## src/rtl/wb_light_sched.sv

```systemverilog
// wb_light_sched: Wishbone slave that schedules the aquarium lighting channel.
// It keeps a seconds-of-day clock and ramps an 8-bit light level up at ON_TIME
// and down at OFF_TIME, or follows a manual on/off bit. The level drives a PWM
// output. Completion of each ramp raises a done pulse and a sticky status bit
// that can be routed to an interrupt.
//
// state      | meaning
// -----------+-------------------------------------------------------------
// OFF        | light off, level held at 0
// RAMP_UP    | level stepping toward 255, one step per RAMP_DIV+1 cycles
// ON         | light fully on, level held at 255
// RAMP_DOWN  | level stepping toward 0, one step per RAMP_DIV+1 cycles

module wb_light_sched #(
    parameter int unsigned clk_freq = 50000000
) (
    input  logic        clk,
    input  logic        rst,
    input  logic [31:0] wb_adr_i,
    input  logic [31:0] wb_dat_i,
    output logic [31:0] wb_dat_o,
    input  logic        wb_stb_i,
    input  logic        wb_cyc_i,
    input  logic        wb_we_i,
    input  logic [3:0]  wb_sel_i,
    output logic        wb_ack_o,
    output logic        signal,
    output logic        done,
    output logic        irq
);

    localparam logic [16:0] DAY_LAST   = 17'd86399;
    localparam logic [31:0] PRESC_LAST = 32'(clk_freq - 1);

    typedef enum logic [1:0] {
        ST_OFF       = 2'd0,
        ST_RAMP_UP   = 2'd1,
        ST_ON        = 2'd2,
        ST_RAMP_DOWN = 2'd3
    } state_t;

    // Registers
    logic        r_ack;
    logic [31:0] r_dat_o;
    logic [3:0]  r_ctrl;
    logic [16:0] r_on_time;
    logic [16:0] r_off_time;
    logic [23:0] r_ramp_div;
    logic [16:0] r_time;
    logic [31:0] r_presc;
    logic        r_target;
    state_t      r_state;
    logic [7:0]  r_level;
    logic [23:0] r_step_cnt;
    logic        r_done;
    logic        r_done_sticky;
    logic [7:0]  r_pwm_cnt;

    // Wires
    logic        w_access;
    logic        w_wr;
    logic [2:0]  w_idx;
    logic        w_day_ok;
    logic        w_time_load;
    logic        w_sticky_clr;
    logic        w_tick;
    logic [16:0] w_time_inc;
    logic        w_step;
    logic        w_done_evt;
    logic [31:0] w_rdata;
    logic        w_unused;

    // Byte lanes and address bits outside adr[4:2] play no part in decoding.
    assign w_unused = ^{wb_sel_i, wb_adr_i[31:5], wb_adr_i[1:0]};

    // ack is self-clearing, so a held strobe only gets one transfer per two cycles
    assign w_access     = wb_stb_i & wb_cyc_i & ~r_ack;
    assign w_wr         = w_access & wb_we_i;
    assign w_idx        = wb_adr_i[4:2];
    assign w_day_ok     = (wb_dat_i <= 32'd86399);
    assign w_time_load  = w_wr & (w_idx == 3'd4) & w_day_ok;
    assign w_sticky_clr = w_wr & (w_idx == 3'd5) & wb_dat_i[16];

    assign w_tick     = (r_presc == PRESC_LAST);
    assign w_time_inc = (r_time == DAY_LAST) ? 17'd0 : r_time + 17'd1;

    // Compare with >= so that lowering RAMP_DIV mid-ramp cannot strand the
    // counter above the new divider for a full 24-bit wrap.
    assign w_step = (r_step_cnt >= r_ramp_div);

    assign w_done_evt =
        ((r_state == ST_RAMP_UP) & r_target &
         ((r_ramp_div == 24'd0) | (w_step & (r_level == 8'hFF)))) |
        ((r_state == ST_RAMP_DOWN) & ~r_target &
         ((r_ramp_div == 24'd0) | (w_step & (r_level == 8'h00))));

    assign wb_ack_o = r_ack;
    assign wb_dat_o = r_dat_o;
    assign done     = r_done;
    assign irq      = r_done_sticky & r_ctrl[3];
    assign signal   = (r_level == 8'hFF) | (r_pwm_cnt < r_level);

    // Read data mux for the word addressed by the current access
    always_comb begin
        w_rdata = 32'd0;
        case (w_idx)
            3'd0:    w_rdata = {28'd0, r_ctrl};
            3'd1:    w_rdata = {15'd0, r_on_time};
            3'd2:    w_rdata = {15'd0, r_off_time};
            3'd3:    w_rdata = {8'd0, r_ramp_div};
            3'd4:    w_rdata = {15'd0, r_time};
            3'd5:    w_rdata = {15'd0, r_done_sticky, r_level, 6'd0, r_state};
            default: w_rdata = 32'd0;
        endcase
    end

    // Bus handshake: one-cycle ack, read data captured on the same edge
    always_ff @(posedge clk) begin
        if (rst) begin
            r_ack   <= 1'b0;
            r_dat_o <= 32'd0;
        end else begin
            r_ack   <= w_access;
            r_dat_o <= w_access ? w_rdata : 32'd0;
        end
    end

    // Configuration registers; out-of-day time values are dropped
    always_ff @(posedge clk) begin
        if (rst) begin
            r_ctrl     <= 4'd0;
            r_on_time  <= 17'd0;
            r_off_time <= 17'd0;
            r_ramp_div <= 24'd0;
        end else if (w_wr) begin
            case (w_idx)
                3'd0: r_ctrl <= wb_dat_i[3:0];
                3'd1: if (w_day_ok) r_on_time <= wb_dat_i[16:0];
                3'd2: if (w_day_ok) r_off_time <= wb_dat_i[16:0];
                3'd3: r_ramp_div <= wb_dat_i[23:0];
                default: ;
            endcase
        end
    end

    // Seconds-of-day clock; a TIME write restarts the current second
    always_ff @(posedge clk) begin
        if (rst) begin
            r_presc <= 32'd0;
            r_time  <= 17'd0;
        end else if (w_time_load) begin
            r_presc <= 32'd0;
            r_time  <= wb_dat_i[16:0];
        end else if (w_tick) begin
            r_presc <= 32'd0;
            r_time  <= w_time_inc;
        end else begin
            r_presc <= r_presc + 32'd1;
        end
    end

    // Light-wanted flag; schedule compares only happen on an unpreempted tick
    always_ff @(posedge clk) begin
        if (rst) begin
            r_target <= 1'b0;
        end else if (!r_ctrl[0]) begin
            r_target <= 1'b0;
        end else if (r_ctrl[1]) begin
            r_target <= r_ctrl[2];
        end else if (w_tick && !w_time_load && (r_on_time != r_off_time)) begin
            if (w_time_inc == r_on_time)
                r_target <= 1'b1;
            else if (w_time_inc == r_off_time)
                r_target <= 1'b0;
        end
    end

    // Ramp state machine with level stepping and completion reporting
    always_ff @(posedge clk) begin
        if (rst) begin
            r_state       <= ST_OFF;
            r_level       <= 8'd0;
            r_step_cnt    <= 24'd0;
            r_done        <= 1'b0;
            r_done_sticky <= 1'b0;
        end else begin
            r_done <= w_done_evt;
            if (w_done_evt)
                r_done_sticky <= 1'b1;
            else if (w_sticky_clr)
                r_done_sticky <= 1'b0;

            case (r_state)
                ST_OFF: begin
                    if (r_target) begin
                        r_state    <= ST_RAMP_UP;
                        r_step_cnt <= 24'd0;
                    end
                end
                ST_ON: begin
                    if (!r_target) begin
                        r_state    <= ST_RAMP_DOWN;
                        r_step_cnt <= 24'd0;
                    end
                end
                ST_RAMP_UP: begin
                    if (!r_target) begin
                        r_state    <= ST_RAMP_DOWN;
                        r_step_cnt <= 24'd0;
                    end else if (r_ramp_div == 24'd0) begin
                        r_level <= 8'hFF;
                        r_state <= ST_ON;
                    end else if (w_step) begin
                        r_step_cnt <= 24'd0;
                        if (r_level == 8'hFF)
                            r_state <= ST_ON;
                        else
                            r_level <= r_level + 8'd1;
                    end else begin
                        r_step_cnt <= r_step_cnt + 24'd1;
                    end
                end
                ST_RAMP_DOWN: begin
                    if (r_target) begin
                        r_state    <= ST_RAMP_UP;
                        r_step_cnt <= 24'd0;
                    end else if (r_ramp_div == 24'd0) begin
                        r_level <= 8'h00;
                        r_state <= ST_OFF;
                    end else if (w_step) begin
                        r_step_cnt <= 24'd0;
                        if (r_level == 8'h00)
                            r_state <= ST_OFF;
                        else
                            r_level <= r_level - 8'd1;
                    end else begin
                        r_step_cnt <= r_step_cnt + 24'd1;
                    end
                end
                default: r_state <= ST_OFF;
            endcase
        end
    end

    // Free-running PWM phase counter
    always_ff @(posedge clk) begin
        if (rst)
            r_pwm_cnt <= 8'd0;
        else
            r_pwm_cnt <= r_pwm_cnt + 8'd1;
    end

endmodule

```

## config.mk

```make
export PLATFORM = sky130hd
export DESIGN_NAME = wb_light_sched
export DESIGN_NICKNAME = d
export VERILOG_FILES = /design/src/rtl/wb_light_sched.sv
export SDC_FILE = /design/constraint.sdc
export NUM_CORES = 1
export LEC_CHECK = 0
export ABC_AREA = 1
export CORE_MARGIN = 4
export CORE_UTILIZATION = 45
export DETAILED_ROUTE_END_ITERATION = 16
export HOLD_SLACK_MARGIN = 0.02
export PLACE_DENSITY = 0.66
export SKIP_CTS_REPAIR_TIMING = 1
export SYNTH_ARGS = -nofsm -noshare
export SYNTH_HDL_FRONTEND = slang
export SYNTH_SLANG_ARGS = --single-unit
```

## constraint.sdc

```tcl
create_clock -name clk -period 2.3 [get_ports clk]
set_input_delay 0.575 -clock clk [delete_from_list [all_inputs] [get_ports clk]]
set_output_delay 0.575 -clock clk [all_outputs]
set_load 0.05 [all_outputs]
```

== After elaboration in Yosys (flattened, before gate mapping) ==
Cells that the tools add are included.

* Bits of input ports: 73
* Word-level logic and storage cells: 132
* Bits in registers: 189
* Output and inout bits: 36

* Add/subtract/negate cells: 6
* $lt $le $gt $ge: 3
* Muxes and demuxes: 37
* Bitwise logic cells: 22
* Equality and inequality tests: 26
* Reduce and logical (&&, ||, !) cells: 23

{| class="wikitable"
|+ Operators with widths
! cell !! number
|-
| two-way mux 24 bit || 6
|-
| one-hot mux 24 bit (6 select lines) || 1
|-
| one-hot mux 24 bit (4 select lines) || 1
|-
| two-way mux 8 bit || 8
|-
| two-way mux 17 bit || 3
|-
| == test 17 bit || 2
|-
| adder 32 x 1 -> 32 bit (second input constant) || 1
|-
| == test 32 x 26 -> 1 bit (second input constant) || 1
|-
| less-or-equal comparator 32 x 17 -> 1 bit (second input constant) || 1
|-
| adder 24 x 1 -> 24 bit (second input constant) || 1
|-
| >= comparator 24 bit || 1
|-
| zero test 24 bit || 1
|-
| two-way mux 2 bit || 10
|-
| adder 17 x 1 -> 17 bit (second input constant) || 1
|-
| == test 17 bit (second input constant) || 1
|-
| inequality test 17 bit || 1
|-
| adder 8 x 1 -> 8 bit (second input constant) || 2
|-
| one-hot mux 8 bit (2 select lines) || 1
|-
| AND 1 bit || 14
|-
| inequality test 3 x 2 -> 1 bit (second input constant) || 3
|-
| == test 8 bit (second input constant) || 1
|-
| zero test 8 bit || 1
|-
| < comparator 8 bit || 1
|-
| inequality test 2 bit (second input constant) || 4
|-
| other kinds (25) || 50
|}

== Depth between registers and ports, before layout ==
Gate-level depths: netlist (run 1).

* Depth after elaboration: 10
* Gate-level depth with buffers: 17
* Gate-level depth less buffers: 17

== Least setup slack after synthesis (run 1) ==
No wires, ideal clock.

* Kind: reg2out
* Start: register r_level[1]
* End: output signal
* Arrival: 2154 ps
* Stages on the path, launching flop included: 7
* Setup slack: -429 ps
* Buffers on the path: 0
* Cells stage by stage: dfxtp_1 > inv_1 > ha_1 > o21a_1 > o211ai_1 > a21oi_1 > o21ai_0

* Word-level cells in the longest chain between the ends: 2
* Elaborated cells on any way between the ends: 3

{| class="wikitable"
|+ RTL lines
! item !! line !! source
|-
| start: declaration || 53 || <nowiki>logic [7:0] r_level;</nowiki>
|-
| start signal: assignment || 218 || <nowiki>r_level <= r_level + 8'd1;</nowiki>
|-
| start signal: assignment || 235 || <nowiki>r_level <= r_level - 8'd1;</nowiki>
|-
| < comparator 8 bit / == test 8 bit (equally long branches) || 101 || <nowiki>assign signal = (r_level == 8'hFF) | (r_pwm_cnt < r_level);</nowiki>
|-
| OR 1 bit (*) || 101 ||
|-
| end: declaration || 27 || <nowiki>output logic signal,</nowiki>
|}

Mark *: on every way between the ends. The rest lies on a longest branch, timed or not.

== Final worst setup path (run 1) ==
* Start: register r_level[3]
* End: output signal

The elaborated chain is that of the path after synthesis.

==> results of run 1 <==
[worst max path at each step]
stage,start,end,slack (ns),cells after the start
6_report,r_level[3],signal,-0.15,6
5_1_grt,r_level[3],signal,-0.23,6
4_1_cts,r_level[1],signal,-0.34,8
3_5_place_dp,wb_dat_i[23],r_time[11],-0.32,14
3_3_place_gp,wb_dat_i[23],r_time[11],-0.29,14
2_1_floorplan,r_level[7],signal,0.19,5
[per-stage QoR]
step	cell area, um^2	util [%]	setup TNS, ns
CTS	12800	56.3	-0.372
global route	13400	58.9	-0.516
detailed placement	12200	53.5	-20.62
global placement	12200	53.5	-18.26
floorplan	10400	-	0
finish	13400	58.9	-0.151
[layer usage]
layer / vias to the layer above / GRT usage [%] / wire length (um)
li1: 5340 / - / -
met2: 385 / 38.6 / 14900
met1: 4954 / 33.2 / 14600
met5: - / 0 / 0
met3: 45 / 6.22 / 2350
met4: 0 / 5.79 / 572
[power groups by stage]
stage | clock network, uW | logic [uW] | registers, uW
6_report | 3040 | 2080 | 3390
5_1_grt | 3220 | 2310 | 3400
4_1_cts | 3070 | 1880 | 3350
3_5_place_dp | 0 | 1870 | 3420
3_3_place_gp | 0 | 1850 | 3420
2_1_floorplan | 0 | 1190 | 3400
[critical path, delay by kind of cell (launching register included)]
family          cells  cell delay, ns
compound gates      3            0.46
fa+ha+maj           1            0.32
buf+inv             2            0.25
flops               1            0.39
[logic make-up after synthesis]
group / count (synthesis) / share of synthesized area [%]
buffers and inverters: 274 / 10.5
AO/OA/AOI/OAI: 346 / 18.4
other: 1 / 0.0361
adder cells (fa/ha/maj): 43 / 5.18
AND/OR/NAND/NOR: 604 / 26.9
XOR/XNOR: 49 / 4.20
flip-flops: 181 / 34.9
[flip-flops by register name, summed over array words and instances, names as in the netlist, 2 cells and up]
register,count
r_ctrl,4
r_ramp_div,24
r_off_time,17
r_on_time,17
r_state,2
r_level,8
r_step_cnt,24
r_pwm_cnt,8
wb_dat_o,24
r_time,17
r_presc,32
[placed cells by master, fill, tap and decap left out, types with 12 or more instances in the layout]
master           Yosys  final
nor2_2              10     14
o21ai_0            114    108
buf_4               11    111
nand3_2              6     14
nand4_1             40     40
nor2_1             112    102
clkbuf_16            0     19
nand2_2              7     13
dfxtp_1            181    160
xor2_1              38     38
a21oi_1            147    140
inv_2                9     16
a221oi_1            16     16
o22ai_1             34     34
dfxtp_2              0     20
nor3_1              35     31
inv_1              209    199
ha_1                43     31
nand3_1             80     71
ha_4                 0     12
o21ai_1              8     12
clkdlybuf4s50_1      0     61
nand2_1            276    269
[area by class of cell]
class	count	share of cell area [%]
inverter	221	6.29
clock inverter	15	1.47
tap	285	2.66
clock buffer	17	3.18
timing repair buffer	191	13.4
multi-input combinational	1052	45.7
sequential	181	27.3
==> results.json, run 1 <==
{
  "outcome": "finished with violations",
  "violations": "setup timing",
  "fin_ws_ns": -0.151,
  "cts_buffers": 17,
  "grt_pass1_wl_um": 50400,
  "routed_wl_um": 32400,
  "cpPeakStageDelay_ns": 0.39,
  "ys_ff_latch": 181,
  "vias_per_cell": 5.47,
  "hold_depth": 1,
  "cap_violations": 0,
  "cts_buffer_depth": 2,
  "port_buffers": 67,
  "rr_worst_depth": 16,
  "whs_ns": 0.450,
  "min_to": "r_presc[0]",
  "place_ws_ns": -0.322,
  "reg2reg_to": "r_target",
  "syn2layout_area_growth_pct": 28.8,
  "finalHoldViolations": 0,
  "critPathKind": "flop to output pin",
  "fillers": 2117,
  "cts_sinks": 181,
  "avgRoutedWirePerCell_um": 16.5,
  "swShare_pct": 34.0,
  "synth-edff-count": 0,
  "synth.avg_cell_area_um2": 6.94,
  "p_switching_uw": 2900,
  "seq_area_mm2": 0.00365,
  "grt_max_degree": 50,
  "finalPower_uw": 8510,
  "diodes": 0,
  "drc": 0,
  "async_flop_share_pct": 0,
  "synth_cell_type_count": 53,
  "critPathRequiredTime_ns": 1.73,
  "clock_power_share_pct": 35.7,
  "power_leakage_uw": 0.00540,
  "gp_congestion": 0.955,
  "synth_top_area_share_pct": 34.9,
  "rr_startpoint": "r_time[1]",
  "htree_levels": 4,
  "synthTopCellsByCount": "nand2_1 (276), inv_1 (209), dfxtp_1 (181)",
  "grt_pass1_vias": 9763,
  "fin_nets": 1780,
  "skew_ns": 0.0190,
  "drive_above_1_share_pct": 17.8,
  "crit_slowest_cell": "dfxtp_2",
  "worstHoldPathType": "flop to flop",
  "start_util_pct": 45.8,
  "crit_chain": "inv_2, ha_1, a21oi_1, a21oi_2, o21ai_4, buf_12",
  "fin_cells": 1962,
  "yosysWarnings": 0,
  "startpoint_type": "flop",
  "period_minus_slack_ns": 2.45,
  "placed_cells": 1913,
  "dp_hpwl_um": 24200,
  "fp.dieH_um": 160,
  "grt_overflow": 0,
  "drtPass1Iterations": 5,
  "peakVddDrop_mv": 0.542,
  "ant_nets": 0,
  "yosysMostFrequentCell": "nand2_1",
  "path_clk_slew_ns": 0.08,
  "r2r_slack_ns": 0.04,
  "synth_seq_area_share_pct": 34.9,
  "ys_dominant_reg_cell": "dfxtp_1",
  "endpoint_kind": "output pin",
  "powerDensity_mw_per_mm2": 636,
  "cts_tree": "done",
  "fmax_mhz": 408,
  "netlist_area_mm2": 0.0104,
  "num_io_pins": 109,
  "die-area_mm2": 0.0256,
  "post-synth-top-area-cell": "dfxtp_1",
  "slew_viol_final": 0,
  "syn_inst": 1498,
  "rsz0062_at_grt": "yes",
  "clock_latency_ns": 0.45,
  "multi_input_area_mm2": 0.00612,
  "dr_total_vias": 10700,
  "grt_antenna_before_repair": 0,
  "die_w_um": 160,
  "grt.total_usage_pct": 24.3,
  "crit_arrival_ns": 1.88,
  "yosys-top-cells-area": "dfxtp_1 (35%), nand2_1 (10%), inv_1 (7.5%)",
  "crit_fanout": 6,
  "max_slew_margin_pct": 65.3,
  "tightest_slew_ns": 0.518,
  "cts_root_buf": "clkbuf_16",
  "setup_violations": 1,
  "holdCritStartpoint": "r_presc[0]",
  "core_mm2": 0.0227,
  "p_int_uw": 5610,
  "fin_crit_sh_pct": 107,
  "seq_power_share_pct": 39.9,
  "power_frac_comb_pct": 24.4,
  "first_iter_violations": 901,
  "row_count": 55
}
Note: power is estimated with default switching activity, not from simulation.
==> run 2, diff against run 1 <==
--- a/config.mk
+++ b/config.mk
@@ -8,6 +8,7 @@
 export ABC_AREA = 1
 export CORE_MARGIN = 4
 export CORE_UTILIZATION = 45
+export CTS_BUF_LIST = sky130_fd_sc_hd__clkbuf_4
 export DETAILED_ROUTE_END_ITERATION = 16
 export HOLD_SLACK_MARGIN = 0.02
 export PLACE_DENSITY = 0.66
==> results.json, run 2 (synthesized netlist as in run 1, its figures left out) <==
{
  "critPathKind": "flop to output pin",
  "fp.dieH_um": 160,
  "fin_ws_ns": -0.347,
  "rsz0062_at_grt": "yes",
  "drtPass1Iterations": 6,
  "crit_fanout": 6,
  "holdCritStartpoint": "r_presc[0]",
  "fmax_mhz": 378,
  "crit_arrival_ns": 2.07,
  "violations": "setup timing",
  "start_util_pct": 45.8,
  "die-area_mm2": 0.0256,
  "placed_cells": 1913,
  "drc": 0,
  "die_w_um": 160,
  "grt_antenna_before_repair": 1,
  "port_buffers": 67,
  "layout_commonest_cell": "nand2_1",
  "critPathRequiredTime_ns": 1.73,
  "cts_tree": "done",
  "top_register": "r_presc",
  "r2r_slack_ns": 0.07,
  "outcome": "finished with violations",
  "first_iter_violations": 949,
  "finalPower_uw": 7400,
  "max_slew_margin_pct": 64.8,
  "finalInstanceArea_mm2": 0.0131,
  "htree_levels": 4,
  "dr_total_vias": 10700,
  "cap_violations": 0,
  "cts_buffer_depth": 2,
  "peakVddDrop_mv": 0.475,
  "clock_latency_ns": 0.63,
  "routed_wl_um": 32200,
  "fin_crit_sh_pct": 115,
  "worstHoldPathType": "flop to flop",
  "cp-startpoint": "r_level[3]",
  "cts_sinks": 181,
  "grt_pass1_vias": 9680,
  "syn2layout_area_growth_pct": 26.2,
  "path_clk_slew_ns": 0.18,
  "slew_viol_final": 0,
  "grt_pass1_wl_um": 50100,
  "startpoint_type": "flop",
  "row_count": 55,
  "tightest_slew_ns": 0.528,
  "core_mm2": 0.0227,
  "grt.total_usage_pct": 24.1,
  "endpoint_kind": "output pin",
  "dp_hpwl_um": 24200,
  "period_minus_slack_ns": 2.65,
  "powerDensity_mw_per_mm2": 564,
  "power_leakage_uw": 0.00573,
  "finalHoldViolations": 0,
  "avgRoutedWirePerCell_um": 16.4,
  "rr_startpoint": "r_ramp_div[7]",
  "grt_overflow": 0,
  "whs_ns": 0.428,
  "gp_congestion": 0.955,
  "skew_ns": 0.0367,
  "num_io_pins": 109,
  "largest_reg_flops": 32,
  "drive_above_1_share_pct": 18.2,
  "grt_max_degree": 50,
  "cts_root_buf": "clkbuf_4",
  "final_cell_mix": "nand2_1 (270), inv_1 (197), dfxtp_1 (151)",
  "cts_buffers": 17,
  "vias_per_cell": 5.43,
  "fin_nets": 1782,
  "ant_nets": 0,
  "fin_cells": 1965,
  "fillers": 2147,
  "setup_violations": 1,
  "placed_area_mm2": 0.0122
}
run 2: report_power, final:
| part | switching, uW | total, uW | leakage (uW) | internal (uW) |
|---|---|---|---|---|
| sequential | 143 | 3400 | 0.00148 | 3260 |
| clock | 1410 | 1950 | 0.000168 | 537 |
| combinational | 1200 | 2050 | 0.00408 | 855 |
run 2: critical path: stages, from the launching register on:
cell	delay (ns)
dfxtp_2	0.43
inv_2	0.10
ha_1	0.32
a21oi_1	0.18
a21oi_2	0.09
o21ai_4	0.19
buf_12	0.15
run 2: area by class of cell:
type,instances,area (um^2),share of cell area [%]
multi-input cells,1052,6070,46.3
inverters,221,838,6.39
well taps,285,357,2.72
diodes,1,2.50,0.0191
repair buffers,193,1860,14.2
flip-flops and latches,181,3660,27.9
clock buffers,17,128,0.973
clock inverters,15,196,1.50
run 2: stage by stage:
stage	setup WS [ns]	setup TNS, ns	utilization [%]
floorplan	0.193	0	-
detailed placement	-0.322	-20.62	53.5
CTS	-0.554	-2.95	54.9
global route	-0.451	-1.17	57.8
finish	-0.347	-0.347	57.8
global placement	-0.290	-18.26	53.5
run 2: worst paths after layout:
| path | endpoint | cells past startpoint |
|---|---|---|
| max | signal | 6 |
| min | r_presc[0] | 1 |
| max reg2reg | r_step_cnt[11] | 11 |
| min reg2reg | r_presc[0] | 1 |
run 2: metal layers:
layer,share of wire [%],GRT usage [%],routed length (um)
met1,46,33.5,14700
met2,46,38.3,14700
met3,7.2,5.45,2330
met4,1.7,5.40,542
met5,0,0,0
